--- src/rtl/id_ex_stage.sv ---
// ID/EX pipeline register with stall/flush handling and a halt-drain sequencer
// that lets older instructions retire after HALT, then freezes the core.
module id_ex_stage #(
    parameter int DATA_W       = 32,
    parameter int REG_ADDR_W   = 5,
    parameter int DRAIN_CYCLES = 3
) (
    input  logic                  clk,
    input  logic                  rst_n,
    input  logic                  valid_id,
    input  logic                  stall,
    input  logic                  flush,
    input  logic                  ALUSrc,
    input  logic                  MemtoReg,
    input  logic                  RegWrite,
    input  logic                  jumpreg,
    input  logic                  Branch,
    input  logic                  jump,
    input  logic                  MemRead,
    input  logic                  MemWrite,
    input  logic                  Halt,
    input  logic [1:0]            ALUop,
    input  logic [DATA_W-1:0]     pc_id,
    input  logic [DATA_W-1:0]     rd1_id,
    input  logic [DATA_W-1:0]     rd2_id,
    input  logic [DATA_W-1:0]     imm_id,
    input  logic [REG_ADDR_W-1:0] rs1_id,
    input  logic [REG_ADDR_W-1:0] rs2_id,
    input  logic [REG_ADDR_W-1:0] rd_id,
    input  logic [2:0]            funct3_id,
    input  logic [6:0]            funct7_id,
    output logic                  ALUSrc_ex,
    output logic                  MemtoReg_ex,
    output logic                  RegWrite_ex,
    output logic                  jumpreg_ex,
    output logic                  Branch_ex,
    output logic                  jump_ex,
    output logic                  MemRead_ex,
    output logic                  MemWrite_ex,
    output logic                  Halt_ex,
    output logic [1:0]            ALUop_ex,
    output logic [DATA_W-1:0]     pc_ex,
    output logic [DATA_W-1:0]     rd1_ex,
    output logic [DATA_W-1:0]     rd2_ex,
    output logic [DATA_W-1:0]     imm_ex,
    output logic [REG_ADDR_W-1:0] rs1_ex,
    output logic [REG_ADDR_W-1:0] rs2_ex,
    output logic [REG_ADDR_W-1:0] rd_ex,
    output logic [2:0]            funct3_ex,
    output logic [6:0]            funct7_ex,
    output logic                  valid_ex,
    output logic                  draining,
    output logic                  halted,
    output logic                  id_hold
);

    typedef enum logic [1:0] {RUN, DRAIN, HALTED} state_t;

    state_t     state, state_nxt;
    logic [3:0] cnt, cnt_nxt;
    logic       hold, capture, take;

    // Outside RUN neither stall nor flush matter: every edge is a bubble.
    assign hold    = (state == RUN) & stall & ~flush;
    assign capture = (state == RUN) & ~stall & ~flush;
    assign take    = capture & valid_id;

    always_comb begin
        state_nxt = state;
        cnt_nxt   = cnt;
        case (state)
            RUN: begin
                if (take && Halt) begin
                    state_nxt = DRAIN;
                    cnt_nxt   = 4'(DRAIN_CYCLES);
                end
            end
            DRAIN: begin
                cnt_nxt = cnt - 4'd1;
                if (cnt == 4'd1) state_nxt = HALTED;
            end
            HALTED:  state_nxt = HALTED;
            default: state_nxt = RUN;
        endcase
    end

    always_ff @(posedge clk or negedge rst_n) begin
        if (!rst_n) begin
            state <= RUN;
            cnt   <= 4'd0;
        end else begin
            state <= state_nxt;
            cnt   <= cnt_nxt;
        end
    end

    // Data fields load on any non-held edge; controls are zero unless a real
    // instruction is captured, which makes every other edge a bubble.
    always_ff @(posedge clk or negedge rst_n) begin
        if (!rst_n) begin
            ALUSrc_ex   <= 1'b0;
            MemtoReg_ex <= 1'b0;
            RegWrite_ex <= 1'b0;
            jumpreg_ex  <= 1'b0;
            Branch_ex   <= 1'b0;
            jump_ex     <= 1'b0;
            MemRead_ex  <= 1'b0;
            MemWrite_ex <= 1'b0;
            Halt_ex     <= 1'b0;
            ALUop_ex    <= 2'b0;
            valid_ex    <= 1'b0;
            pc_ex       <= '0;
            rd1_ex      <= '0;
            rd2_ex      <= '0;
            imm_ex      <= '0;
            rs1_ex      <= '0;
            rs2_ex      <= '0;
            rd_ex       <= '0;
            funct3_ex   <= '0;
            funct7_ex   <= '0;
        end else if (!hold) begin
            ALUSrc_ex   <= take & ALUSrc;
            MemtoReg_ex <= take & MemtoReg;
            RegWrite_ex <= take & RegWrite;
            jumpreg_ex  <= take & jumpreg;
            Branch_ex   <= take & Branch;
            jump_ex     <= take & jump;
            MemRead_ex  <= take & MemRead;
            MemWrite_ex <= take & MemWrite;
            Halt_ex     <= take & Halt;
            ALUop_ex    <= take ? ALUop : 2'b0;
            valid_ex    <= take;
            pc_ex       <= pc_id;
            rd1_ex      <= rd1_id;
            rd2_ex      <= rd2_id;
            imm_ex      <= imm_id;
            rs1_ex      <= rs1_id;
            rs2_ex      <= rs2_id;
            rd_ex       <= rd_id;
            funct3_ex   <= funct3_id;
            funct7_ex   <= funct7_id;
        end
    end

    assign draining = (state == DRAIN);
    assign halted   = (state == HALTED);
    // Gated by rst_n so the freeze request is also cleared while in reset.
    assign id_hold  = rst_n & (stall | (state != RUN));

endmodule

--- config.mk ---
export PLATFORM = sky130hd
export DESIGN_NAME = id_ex_stage
export DESIGN_NICKNAME = d
export VERILOG_FILES = /design/src/rtl/id_ex_stage.sv
export SDC_FILE = /design/constraint.sdc
export NUM_CORES = 1
export LEC_CHECK = 0
export ABC_AREA = 1
export BUFFER_PORTS_ARGS = -buffer_cell sky130_fd_sc_hd__buf_2
export CAP_MARGIN = 15
export CORE_ASPECT_RATIO = 0.5
export CORE_MARGIN = 4
export CORE_UTILIZATION = 40
export DETAILED_ROUTE_END_ITERATION = 10
export PLACE_DENSITY = 0.77
export RECOVER_POWER = 25
export SYNTH_ARGS = -nofsm -noshare
export SYNTH_HDL_FRONTEND = slang
export SYNTH_SLANG_ARGS = --single-unit
--- constraint.sdc ---
create_clock -name clk -period 2.8 [get_ports clk]
set_input_delay 0.42 -clock clk [delete_from_list [all_inputs] [get_ports clk]]
set_output_delay 0.42 -clock clk [all_outputs]
set_load 0.1 [all_outputs]
==> results.tsv, run 1 <==
stage	metric	value	unit
status	status	finished, final reports clean	
timing	grt_setup_unrepaired	false	
cts	root_buffer	clkbuf_16	
die	start_util	41.4	%
timing	relSlewSlack	36.7	%
global_routing	antenna_found_initial	0	
worst_setup_path	r2r_slack	0.91	ns
logic_synthesis	synthCells	771	
drt	wire_per_inst	14.9	um
placed_design	dpl.hpwl	13400	um
drt	drt_first_pass_iters	5	
worst_setup_path	cp-end-kind	primary output	
die	die_h	101	um
worst_setup_path	ff2ff_path_depth	8	
job	cap_violations	0	
worst_setup_path	endpoint	id_hold	
placed_design	globalplace.congestion	0.816	
cts	cts.htree.levels	4	
timing	final_hold_viol_count	0	
global_routing	grt_max_degree	172	
cts	clkSinkCount	171	
final_layout	drive_gt1_share	34.6	%
cts	cts-resized-gates	0	
global_routing	grt_pass1_wl	31000	um
logic_synthesis	synth_nets	946	
die	num_rows	33	
logic_synthesis	yosys.area.top_type_share	62.1	%
cts	worst_skew_pair.late_latency	0.41	ns
logic_synthesis	ys_ff_latch	171	
logic_synthesis	ys_top_cells_by_area	dfrtp_1 62%, nand2_1 18%, nand3_1 13%, buf_2 3.2%, ha_1 1.1%	
worst_setup_path	reg2reg_from	state[0]	
die	ios	337	
timing	period_minus_slack	2.19	ns
logic_synthesis	syn_area	6890	um^2
pwr	power	10700	uW
final_layout	fin_cells	1318	
placed_design	place_inst	1286	
drt	ant_nets	0	
cts	clk_pin_slew	0.08	ns
worst_setup_path	crit_slowest_cell	buf_2	
timing	fin_crit_sh	78.2	%
cts	cts_hold_buf	0	
drt	drt-total-wl	19600	um
drt	dr_total_vias	6381	
cts	cts_tree	done	
die	coreArea	16600	um^2
final_layout	final_cell_mix	335 x nand2_1, 334 x buf_2, 181 x nand3_1	
timing	tightest_slew	0.950	ns
final_layout	final_area	9310	um^2
drt	viasPerCell	4.84	
logic_synthesis	yosys_warnings	0	
global_routing	grt_pass1_vias	6295	
pwr	powerDensity	1150	nW/um^2
worst_setup_path	crit_path_start	state[0]	
cts	clockBufferDepth	2	
cts	cts_setup_buffers	0	
cts	cts_buffers	17	
timing	skew	0.0103	ns
global_routing	gr-usage-met2	34.3	%
timing	slew_viol_final	0	
global_routing	overflow	0	
global_routing	track_usage	19.3	%
worst_setup_path	path_cells	inv_1 > ha_1 > inv_2 > nor2_2 > nor2_1 > buf_2	
pwr	p_leak	0.00530	uW
final_layout	layout_commonest_cell	nand2_1	
global_routing	top_usage_layer	met2	
die	dieArea	19500	um^2
worst_setup_path	worstPathRequired	2.38	ns
worst_setup_path	start_kind	register	
timing	setup_viol	0	
worst_setup_path	criticalPathCategory	reg2out	
worst_setup_path	path_buf_inv	3	
worst_setup_path	crit_family	buffers and inverters	
hold_path	hp-class	in2reg	
timing	fin_setup_tns	0	ns
global_routing	use_met1	23.9	%
placed_design	port_buffers	336	
final_layout	nNetsFinal	1253	
die	die_w	194	um
logic_synthesis	yosys.area.top_type	dfrtp_1	
logic_synthesis	avgSynthCellArea	8.94	um^2
logic_synthesis	synth_cell_types	17	
final_layout	area_delta_synth_final	35.0	%
placed_design	place_area	8700	um^2
logic_synthesis	ys_seq_area_share	62.1	%
pwr	vdd_drop_max	0.000603	V
drt	drc	0	
worst_setup_path	crit_arrival	1.77	ns
worst_setup_path	worst-path-stages	6	
final_layout	antennaDiodeCount	0	
timing	holdWs	0.193	ns
worst_setup_path	reg2reg_to	pc_ex[14]	
worst_setup_path	cpPeakStageDelay	0.44	ns
timing	max_freq	457	MHz
global_routing	grt_use_met3	3.74	%
drt	drt_iter0_drc	431	
worst_setup_path	worstPathMaxFanout	3	
[cells by family (layout without fill, tap and decap cells)]
kind of cell             count (synthesis)  count (layout)  synth area share, %
AND/OR/NAND/NOR                        523             523                 32.0
buffers and inverters                   66             386                 4.45
XOR/XNOR                                 1               1                0.127
AO/OA/AOI/OAI                            4               4                0.290
flip-flops                             171             171                 62.1
adder cells (fa/ha/maj)                  6               6                 1.09
[worst min-delay path by stage]
stage          cells after the start        from         end
2_1_floorplan                      0       rst_n   ALUSrc_ex
3_3_place_gp                       2    state[1]    state[1]
3_5_place_dp                       2   rd2_ex[7]   rd2_ex[7]
4_1_cts                            3   imm_id[8]   imm_ex[8]
5_1_grt                            3  rd1_id[23]  rd1_ex[23]
6_report                           3  rd1_id[23]  rd1_ex[23]
[final cells by class]
cell class / instances / area [um^2]
clock inverter: 14 / 178
tap: 227 / 284
inverter: 11 / 41.3
timing repair buffer: 343 / 1770
multi-input combinational: 534 / 2310
sequential: 171 / 4280
clock buffer: 18 / 439
fill: 1506 / 7330
[Yosys cell counts, drive strengths merged]
cell and count:
clkbuf 10, xnor2 1, nand3 181, a21oi 1, buf 45, nand4 1, inv 11, nand2 336
ha 6, o21ai 3, nor2 5, dfrtp 171
[per-layer routing]
metal | up-vias | part of all wire, %
met5 | - | 0
met2 | 200 | 53
met3 | 41 | 4.7
met1 | 3067 | 40
met4 | 0 | 2.3
li1 | 3073 | -
[where the power goes]
group / leakage, uW / switching [uW] / internal [uW]
clock network: 0.000303 / 1020 / 1450
registers: 0.00205 / 240 / 2930
logic: 0.00295 / 4350 / 708
total: 0.00530 / 5610 / 5080
[worst reg2reg max path: cells and delay by family, from the launching register on]
family                   cells  cell delay, ns
AND/OR/NAND/NOR              4            0.40
buffers and inverters        3            0.82
adder cells (fa/ha/maj)      1            0.22
flip-flops                   1            0.36
[sequential cells by signal, summed over array words and instances, names as in the netlist, 2 cells and up]
name       cells
ALUop_ex       2
cnt            4
funct3_ex      3
funct7_ex      7
imm_ex        32
pc_ex         32
rd1_ex        32
rd2_ex        32
rd_ex          5
rs1_ex         5
rs2_ex         5
state          2
[stage by stage]
stage	utilization, %	worst slack (ns)
global placement	52.3	0.951
finish	55.9	0.611
global route	55.9	0.531
detailed placement	52.3	0.928
CTS	56.0	0.592
floorplan	-	0.196
No activity file was read; power rests on OpenSTA's default activity.
==> run 2: changes to the inputs <==
--- a/config.mk
+++ b/config.mk
@@ -5,14 +5,14 @@
 export SDC_FILE = /design/constraint.sdc
 export NUM_CORES = 1
 export LEC_CHECK = 0
-export ABC_AREA = 1
+export ABC_AREA = 0
 export BUFFER_PORTS_ARGS = -buffer_cell sky130_fd_sc_hd__buf_2
 export CAP_MARGIN = 15
 export CORE_ASPECT_RATIO = 0.5
 export CORE_MARGIN = 4
 export CORE_UTILIZATION = 40
 export DETAILED_ROUTE_END_ITERATION = 10
-export PLACE_DENSITY = 0.77
+export PLACE_DENSITY = 0.81
 export RECOVER_POWER = 25
 export SYNTH_ARGS = -nofsm -noshare
 export SYNTH_HDL_FRONTEND = slang
==> constraint.sdc (replaced) <==
create_clock -name clk -period 1.9 [get_ports clk]
set_input_delay 0.285 -clock clk [delete_from_list [all_inputs] [get_ports clk]]
set_output_delay 0.285 -clock clk [all_outputs]
set_load 0.1 [all_outputs]
==> run 2 against run 1 <==
Non-clock buffer count increased by 37. Sequential share of layout area decreased by 3.2 points. Wire length is 1.6% higher. Flip-flop and latch count stayed put. Global-route usage is 1.1 points lower. Via count fell by 23%. Core utilization is 7.4 points higher. Clock skew increased by 0.0036 ns. Final cell count decreased by 24%. Register-to-register slack worse by 0.87 ns. First-iteration DRC count is 63% lower.
==> results.tsv, run 2 <==
stage	metric	value	unit	change
die	die_w	190	um	was 194 um
worst_setup_path	worstPathRequired	2.20	ns	was 2.38 ns
timing	slew_viol_final	0		unchanged
timing	relSlewSlack	33.7	%	was 36.7%
hold_path	hp-start	rd_id[4]		was rd1_id[23]
final_layout	nNetsFinal	948		was 1253
cts	cts.htree.levels	4		unchanged
logic_synthesis	ys_ff_latch	171		unchanged
final_layout	antennaDiodeCount	0		unchanged
worst_setup_path	ff2ff_path_depth	9		was 8
worst_setup_path	reg2reg_from	state[0]		unchanged
global_routing	overflow	0		unchanged
final_layout	area_delta_synth_final	51.2	%	was 35.0%
global_routing	antenna_found_initial	0		unchanged
worst_setup_path	start_kind	register		unchanged
die	start_util	41.9	%	was 41.4%
logic_synthesis	synthArstFlopShare	100	%	unchanged
logic_synthesis	yosys-top-cells-count	171 x dfrtp_1, 138 x mux2_1, 17 x mux2_2, 12 x buf_6, 11 x a22o_1		was 335 x nand2_1, 181 x nand3_1, 171 x dfrtp_1, 44 x buf_2
logic_synthesis	yosys_warnings	0		unchanged
logic_synthesis	yosys.area.top_type_share	64.6	%	was 62.1%
timing	max_freq	537	MHz	
logic_synthesis	synthFlopType	dfrtp_1		unchanged
global_routing	grt_pass1_wl	27000	um	was 31000 um
cts	cts_buffers	17		unchanged
drt	viasPerCell	4.86		was 4.84
hold_path	holdPathEnd	rd_ex[4]		was rd1_ex[23]
logic_synthesis	syn_area	6630	um^2	was 6890 um^2
logic_synthesis	synth_cell_types	32		was 17
pwr	p_leak	0.00499	uW	was 0.00530 uW
cts	root_buffer	clkbuf_16		unchanged
placed_design	dpl.hpwl	13500	um	was 13400 um
worst_setup_path	worstPathMaxFanout	14		was 3
die	dieArea	18800	um^2	was 19500 um^2
pwr	powerDensity	1470	nW/um^2	was 1150 nW/um^2
status	status	finished, final reports clean		unchanged
logic_synthesis	synth_nets	570		was 946
drt	drt_first_pass_iters	6		was 5
placed_design	place_inst	947		was 1286
final_layout	fin_cells	1007		was 1318
pwr	switching_share	46.8	%	was 52.5%
pwr	pwr-share-clk	23.7	%	was 23.1%
pwr	p_sw	6900	uW	was 5610 uW
drt	drt_iter0_drc	158		was 431
die	coreArea	15800	um^2	was 16600 um^2
placed_design	port_buffers	336		unchanged
drt	dr_total_vias	4894		was 6381
global_routing	grt_pass1_vias	5005		was 6295
drt	drt-total-wl	19900	um	was 19600 um
cts	clkSinkCount	171		unchanged
timing	tightest_slew	0.995	ns	was 0.950 ns
timing	setup_viol	0		unchanged
pwr	vdd_drop_max	0.000590	V	was 0.000603 V
logic_synthesis	synthCells	395		was 771
cts	clockBufferDepth	2		unchanged
hold_path	hp-class	in2reg		unchanged
logic_synthesis	avgSynthCellArea	16.8	um^2	was 8.94 um^2
die	ios	337		unchanged
pwr	combPwrFrac	45.9	%	was 47.3%
logic_synthesis	yosys.area.top_type	dfrtp_1		unchanged
cts	clk_pin_slew	0.08	ns	about the same
worst_setup_path	cp-end-kind	register		was primary output
job	cap_violations	0		unchanged
logic_synthesis	synth_edf_count	0		unchanged
worst_setup_path	reg2reg_to	pc_ex[5]		was pc_ex[14]
timing	fin_crit_sh	98.1	%	
final_layout	final_cell_mix	333 x buf_2, 171 x dfrtp_1, 72 x mux2_1		was 335 x nand2_1, 334 x buf_2, 181 x nand3_1
drt	wire_per_inst	19.8	um	was 14.9 um
global_routing	grt_max_degree	111		was 172
logic_synthesis	ys_seq_area_share	64.6	%	was 62.1%
timing	holdWs	0.0727	ns	was 0.193 ns
timing	skew	0.0139	ns	was 0.0103 ns
pwr	intPower	7840	uW	was 5080 uW
die	num_rows	32		was 33
timing	grt_setup_unrepaired	true		was false
worst_setup_path	criticalPathCategory	reg2reg		was reg2out
drt	drc	0		unchanged
placed_design	globalplace.congestion	0.800		was 0.816
global_routing	track_usage	18.2	%	was 19.3%
worst_setup_path	r2r_slack	0.04	ns	was 0.91 ns
hold_path	min_path_cells	2		was 3
timing	period_minus_slack	1.86	ns	
cts	worst_skew_pair.late_latency	0.42	ns	was 0.41 ns
logic_synthesis	yosysMostFrequentCell	dfrtp_1		was nand2_1
final_layout	drive_gt1_share	64.1	%	was 34.6%
final_layout	layout_commonest_cell	buf_2		was nand2_1
pwr	power_frac_seq	30.4	%	was 29.6%
drt	ant_nets	0		unchanged
die	die_h	99	um	was 101 um
logic_synthesis	ys_top_cells_by_area	dfrtp_1 65%, mux2_1 23%, mux2_2 2.9%, buf_6 2.0%, a22o_1 1.5%		was dfrtp_1 62%, nand2_1 18%, nand3_1 13%, buf_2 3.2%, ha_1 1.1%
worst_setup_path	crit_arrival	2.16	ns	was 1.77 ns
timing	final_hold_viol_count	0		unchanged
cts	cts_tree	done		unchanged
-- run 2: worst max path at each step --
stage               cells past startpoint      endpoint      from  slack, ns
floorplan                               7    rd1_ex[17]  state[0]      -0.02
global placement                        7  funct7_ex[1]  state[0]        0.1
detailed placement                      7     pc_ex[15]  state[0]       0.03
CTS                                     5       id_hold  state[0]       0.02
global route                            9  funct7_ex[6]  state[0]      -0.04
finish                                  9      pc_ex[5]  state[0]       0.04
-- run 2: cells by family (layout without fill, tap and decap cells) --
| kind of cell | after synthesis | after routing | share of synthesized area, % |
|---|---|---|---|
| compound gates | 22 | 22 | 2.68 |
| fa+ha+maj | 6 | 6 | 1.13 |
| mux | 156 | 156 | 26.5 |
| simple gates | 12 | 12 | 1.47 |
| buf+inv | 28 | 419 | 3.63 |
| flops | 171 | 171 | 64.6 |
-- run 2: metrics by stage --
stage / total power (uW) / util (%) / setup TNS [ns] / worst slack, ns / area, um^2
detailed placement: 10500 / 54.4 / 0 / 0.0305 / 8600
floorplan: 9370 / - / -0.521 / -0.0230 / 6660
global placement: 10400 / 54.4 / 0 / 0.0959 / 8600
finish: 14700 / 63.3 / 0 / 0.0367 / 10000
CTS: 14000 / 58.2 / 0 / 0.0234 / 9200
global route: 15300 / 63.3 / -1.04 / -0.0448 / 10000
-- run 2: critical path, stage by stage, from the launching register on --
cell and delay [ns]:
dfrtp_1 0.39, inv_2 0.09, ha_4 0.14, inv_4 0.05
nor3_4 0.20, buf_12 0.14, buf_4 0.11, buf_12 0.13
buf_12 0.15, mux2_2 0.34
-- run 2: final cells by class --
cell class	count	area, um^2
clock buffer	18	439
clock inverter	14	153
fill	1197	5800
inverter	7	28.8
multi-input combinational	196	2400
sequential	171	4280
tap	221	277
timing repair buffer	380	2440
-- run 2: layer usage --
metal,routed length [um],track usage [%]
met5,0,0
met4,360,6.22
met3,969,4.25
met2,10700,33.7
met1,7940,20.9
-- run 2: what timing repair did --
item / 4_1_cts / 5_1_grt
gates cloned: 0 / 15
hold buffers: 1 / 0
setup endpoints to repair: 1 / 152
pin swaps: 0 / 2
buffers inserted: 0 / 12
hold endpoints to repair: 45 / 0
resized for setup: 1 / 96
-- run 2: power groups by stage --
stage          Sequential [uW]  Combinational (uW)  Clock [uW]
2_1_floorplan             8050                1320           0
3_3_place_gp              4500                5900           0
3_5_place_dp              4530                5990           0
4_1_cts                   4470                6000        3560
5_1_grt                   4550                6970        3780
6_report                  4480                6760        3490
==> run 3: changes to the inputs <==
--- a/config.mk
+++ b/config.mk
@@ -12,7 +12,7 @@
 export CORE_MARGIN = 4
 export CORE_UTILIZATION = 40
 export DETAILED_ROUTE_END_ITERATION = 10
-export PLACE_DENSITY = 0.81
+export PLACE_DENSITY = 0.78
 export RECOVER_POWER = 25
 export SYNTH_ARGS = -nofsm -noshare
 export SYNTH_HDL_FRONTEND = slang
==> constraint.sdc (replaced) <==
create_clock -name clk -period 2.1 [get_ports clk]
set_input_delay 0.315 -clock clk [delete_from_list [all_inputs] [get_ports clk]]
set_output_delay 0.315 -clock clk [all_outputs]
set_load 0.1 [all_outputs]
==> run 3 against run 2 <==
Setup slack gained 0.10 ns. First-iteration DRC count shrank 5.1%. Power shrank 15%. Sequential share of layout area grew 3.5 points. Via count shrank 4.1%. Fmax shrank 5.1%. Register-to-register slack gained 0.10 ns. Clock skew shrank 0.0028 ns. Count of clock-buffer cells in the layout grew 1. Design area shrank 7.5%. Critical endpoint is now pc_ex[27].
==> results.tsv, run 3 (same netlist as run 2, synthesis figures left out) <==
stage	metric	value	unit	change
hold_path	hp-start	funct7_id[4]		was rd_id[4]
pwr	vdd_drop_max	0.000719	V	was 0.000590 V
final_layout	fillers	1314		was 1197
final_layout	area_delta_synth_final	39.8	%	was 51.2%
drt	wire_per_inst	17.9	um	was 19.8 um
pwr	powerDensity	1350	nW/um^2	was 1470 nW/um^2
placed_design	pre_cts_ws	0.0755	ns	was 0.0305 ns
cts	clk_pin_slew	0.07	ns	was 0.08 ns
pwr	p_sw	5900	uW	was 6900 uW
timing	final_hold_viol_count	0		unchanged
final_layout	antennaDiodeCount	0		unchanged
final_layout	nNetsFinal	925		was 948
timing	max_freq	509	MHz	was 537 MHz
die	dieArea	18800	um^2	unchanged
worst_setup_path	reg2reg_from	state[1]		was state[0]
final_layout	drive_gt1_share	53.9	%	was 64.1%
global_routing	top_usage_layer	met2		unchanged
drt	drt-total-wl	17600	um	was 19900 um
global_routing	grt_pass1_vias	5060		was 5005
cts	cts-resized-gates	0		was 1
cts	worst_skew_pair.late_latency	0.42	ns	about the same
final_layout	layout_commonest_cell	buf_2		unchanged
global_routing	track_usage	18.4	%	was 18.2%
global_routing	grt_max_degree	54		was 111
pwr	power_frac_seq	32.4	%	was 30.4%
drt	dr_total_vias	4691		was 4894
timing	setup_viol	0		unchanged
timing	relSlewSlack	10.5	%	was 33.7%
cts	clkSinkCount	171		unchanged
die	coreArea	15800	um^2	unchanged
die	num_rows	32		unchanged
worst_setup_path	crit_path_start	state[1]		was state[0]
cts	cts_buffers	17		unchanged
die	ios	337		unchanged
drt	ant_nets	0		unchanged
timing	period_minus_slack	1.96	ns	was 1.86 ns
die	die_w	190	um	unchanged
cts	clockBufferDepth	2		unchanged
pwr	intPower	6580	uW	was 7840 uW
placed_design	dpl.hpwl	13500	um	about the same
worst_setup_path	crit_arrival	2.25	ns	was 2.16 ns
pwr	switching_share	47.3	%	was 46.8%
global_routing	antenna_found_initial	0		unchanged
pwr	p_leak	0.00456	uW	was 0.00499 uW
final_layout	final_cell_mix	334 x buf_2, 171 x dfrtp_1, 138 x mux2_1		was 333 x buf_2, 171 x dfrtp_1, 72 x mux2_1
worst_setup_path	start_kind	register		unchanged
drt	drc	0		unchanged
timing	setup_ws	0.137	ns	was 0.0367 ns
drt	drt_iter0_drc	150		was 158
global_routing	overflow	0		unchanged
pwr	pwr-share-clk	24.2	%	was 23.7%
global_routing	grt_pass1_wl	27200	um	was 27000 um
global_routing	use_met1	20.6	%	was 20.9%
timing	slew_viol_final	0		unchanged
global_routing	gr-usage-met2	34.5	%	was 33.7%
placed_design	port_buffers	336		unchanged
timing	tightest_slew	1.34	ns	was 0.995 ns
timing	fin_setup_tns	0	ns	unchanged
placed_design	globalplace.congestion	0.813		was 0.800
worst_setup_path	cp-end-kind	register		unchanged
drt	drt_first_pass_iters	4		was 6
worst_setup_path	criticalPathCategory	reg2reg		unchanged
die	start_util	41.9	%	unchanged
cts	cts.htree.levels	4		unchanged
hold_path	hp-class	in2reg		unchanged
die	die_h	99	um	unchanged
timing	skew	0.0111	ns	was 0.0139 ns
status	status	finished, final reports clean		unchanged
cts	cts_tree	done		unchanged
timing	grt_setup_unrepaired	false		was true
worst_setup_path	worstPathRequired	2.39	ns	was 2.20 ns
worst_setup_path	worstPathMaxFanout	22		was 14
cts	root_buffer	clkbuf_16		unchanged
pwr	combPwrFrac	43.4	%	was 45.9%
timing	fin_crit_sh	93.5	%	was 98.1%
global_routing	grt_use_met3	4.21	%	was 4.25%
job	cap_violations	0		unchanged
drt	viasPerCell	4.77		was 4.86
-- run 3: per-stage QoR --
stage          cells  hold slack, ns  util [%]  power (uW)  cell area [um^2]
3_3_place_gp     945           0.421      54.4        9400              8600
3_5_place_dp     945           0.435      54.4        9480              8600
4_1_cts          977          0.0850      58.0       12500              9180
2_1_floorplan    395          0.0194         -        8460              6640
6_report         983           0.100      58.6       12500              9260
5_1_grt          983          0.0876      58.6       13000              9260
-- run 3: power by group through the flow --
stage,logic (uW),registers (uW),clock network (uW)
global placement,5320,4080,0
CTS,5390,4050,3100
global route,5610,4110,3240
finish,5420,4040,3020
floorplan,1170,7290,0
detailed placement,5380,4110,0
-- run 3: timing repair --
item / CTS / global route
endpoints found under the setup margin: 0 / 18
setup buffers: 0 / 4
hold endpoints to repair: 30 / 0
hold buffers: 1 / 0
-- run 3: per-layer routing --
layer	up-vias	share of wire (%)	wire, um
met1	2382	38	6720
li1	2125	-	-
met5	-	0	0
met4	0	1.9	337
met3	31	4.9	864
met2	153	55	9690
-- run 3: path summary, 6_finish.rpt --
path / endpoint / slack (ns) / cells after the start
setup reg to reg: pc_ex[27] / 0.14 / 8
min in group asynchronous: rd1_ex[7] / 0.73 / 3
hold / removal: funct7_ex[4] / 0.10 / 2
setup / recovery: pc_ex[27] / 0.14 / 8
max in group asynchronous: pc_ex[6] / 0.34 / 3
hold reg to reg: valid_ex / 0.48 / 1
-- run 3: area by class of cell --
| type | instances | area (um^2) | area share [%] |
|---|---|---|---|
| flip-flops and latches | 171 | 4280 | 46.2 |
| clock inverters | 12 | 115 | 1.24 |
| inverters | 7 | 26.3 | 0.284 |
| clock buffers | 19 | 453 | 4.89 |
| repair buffers | 357 | 1990 | 21.5 |
| well taps | 221 | 277 | 2.99 |
| multi-input cells | 196 | 2120 | 22.9 |
-- run 3: worst max-delay path, cell delays in order (launching register included) --
cell     delay, ns
dfrtp_1       0.40
inv_1         0.14
ha_1          0.20
inv_2         0.08
nor3_4        0.21
buf_12        0.14
buf_12        0.13
buf_12        0.17
mux2_1        0.36
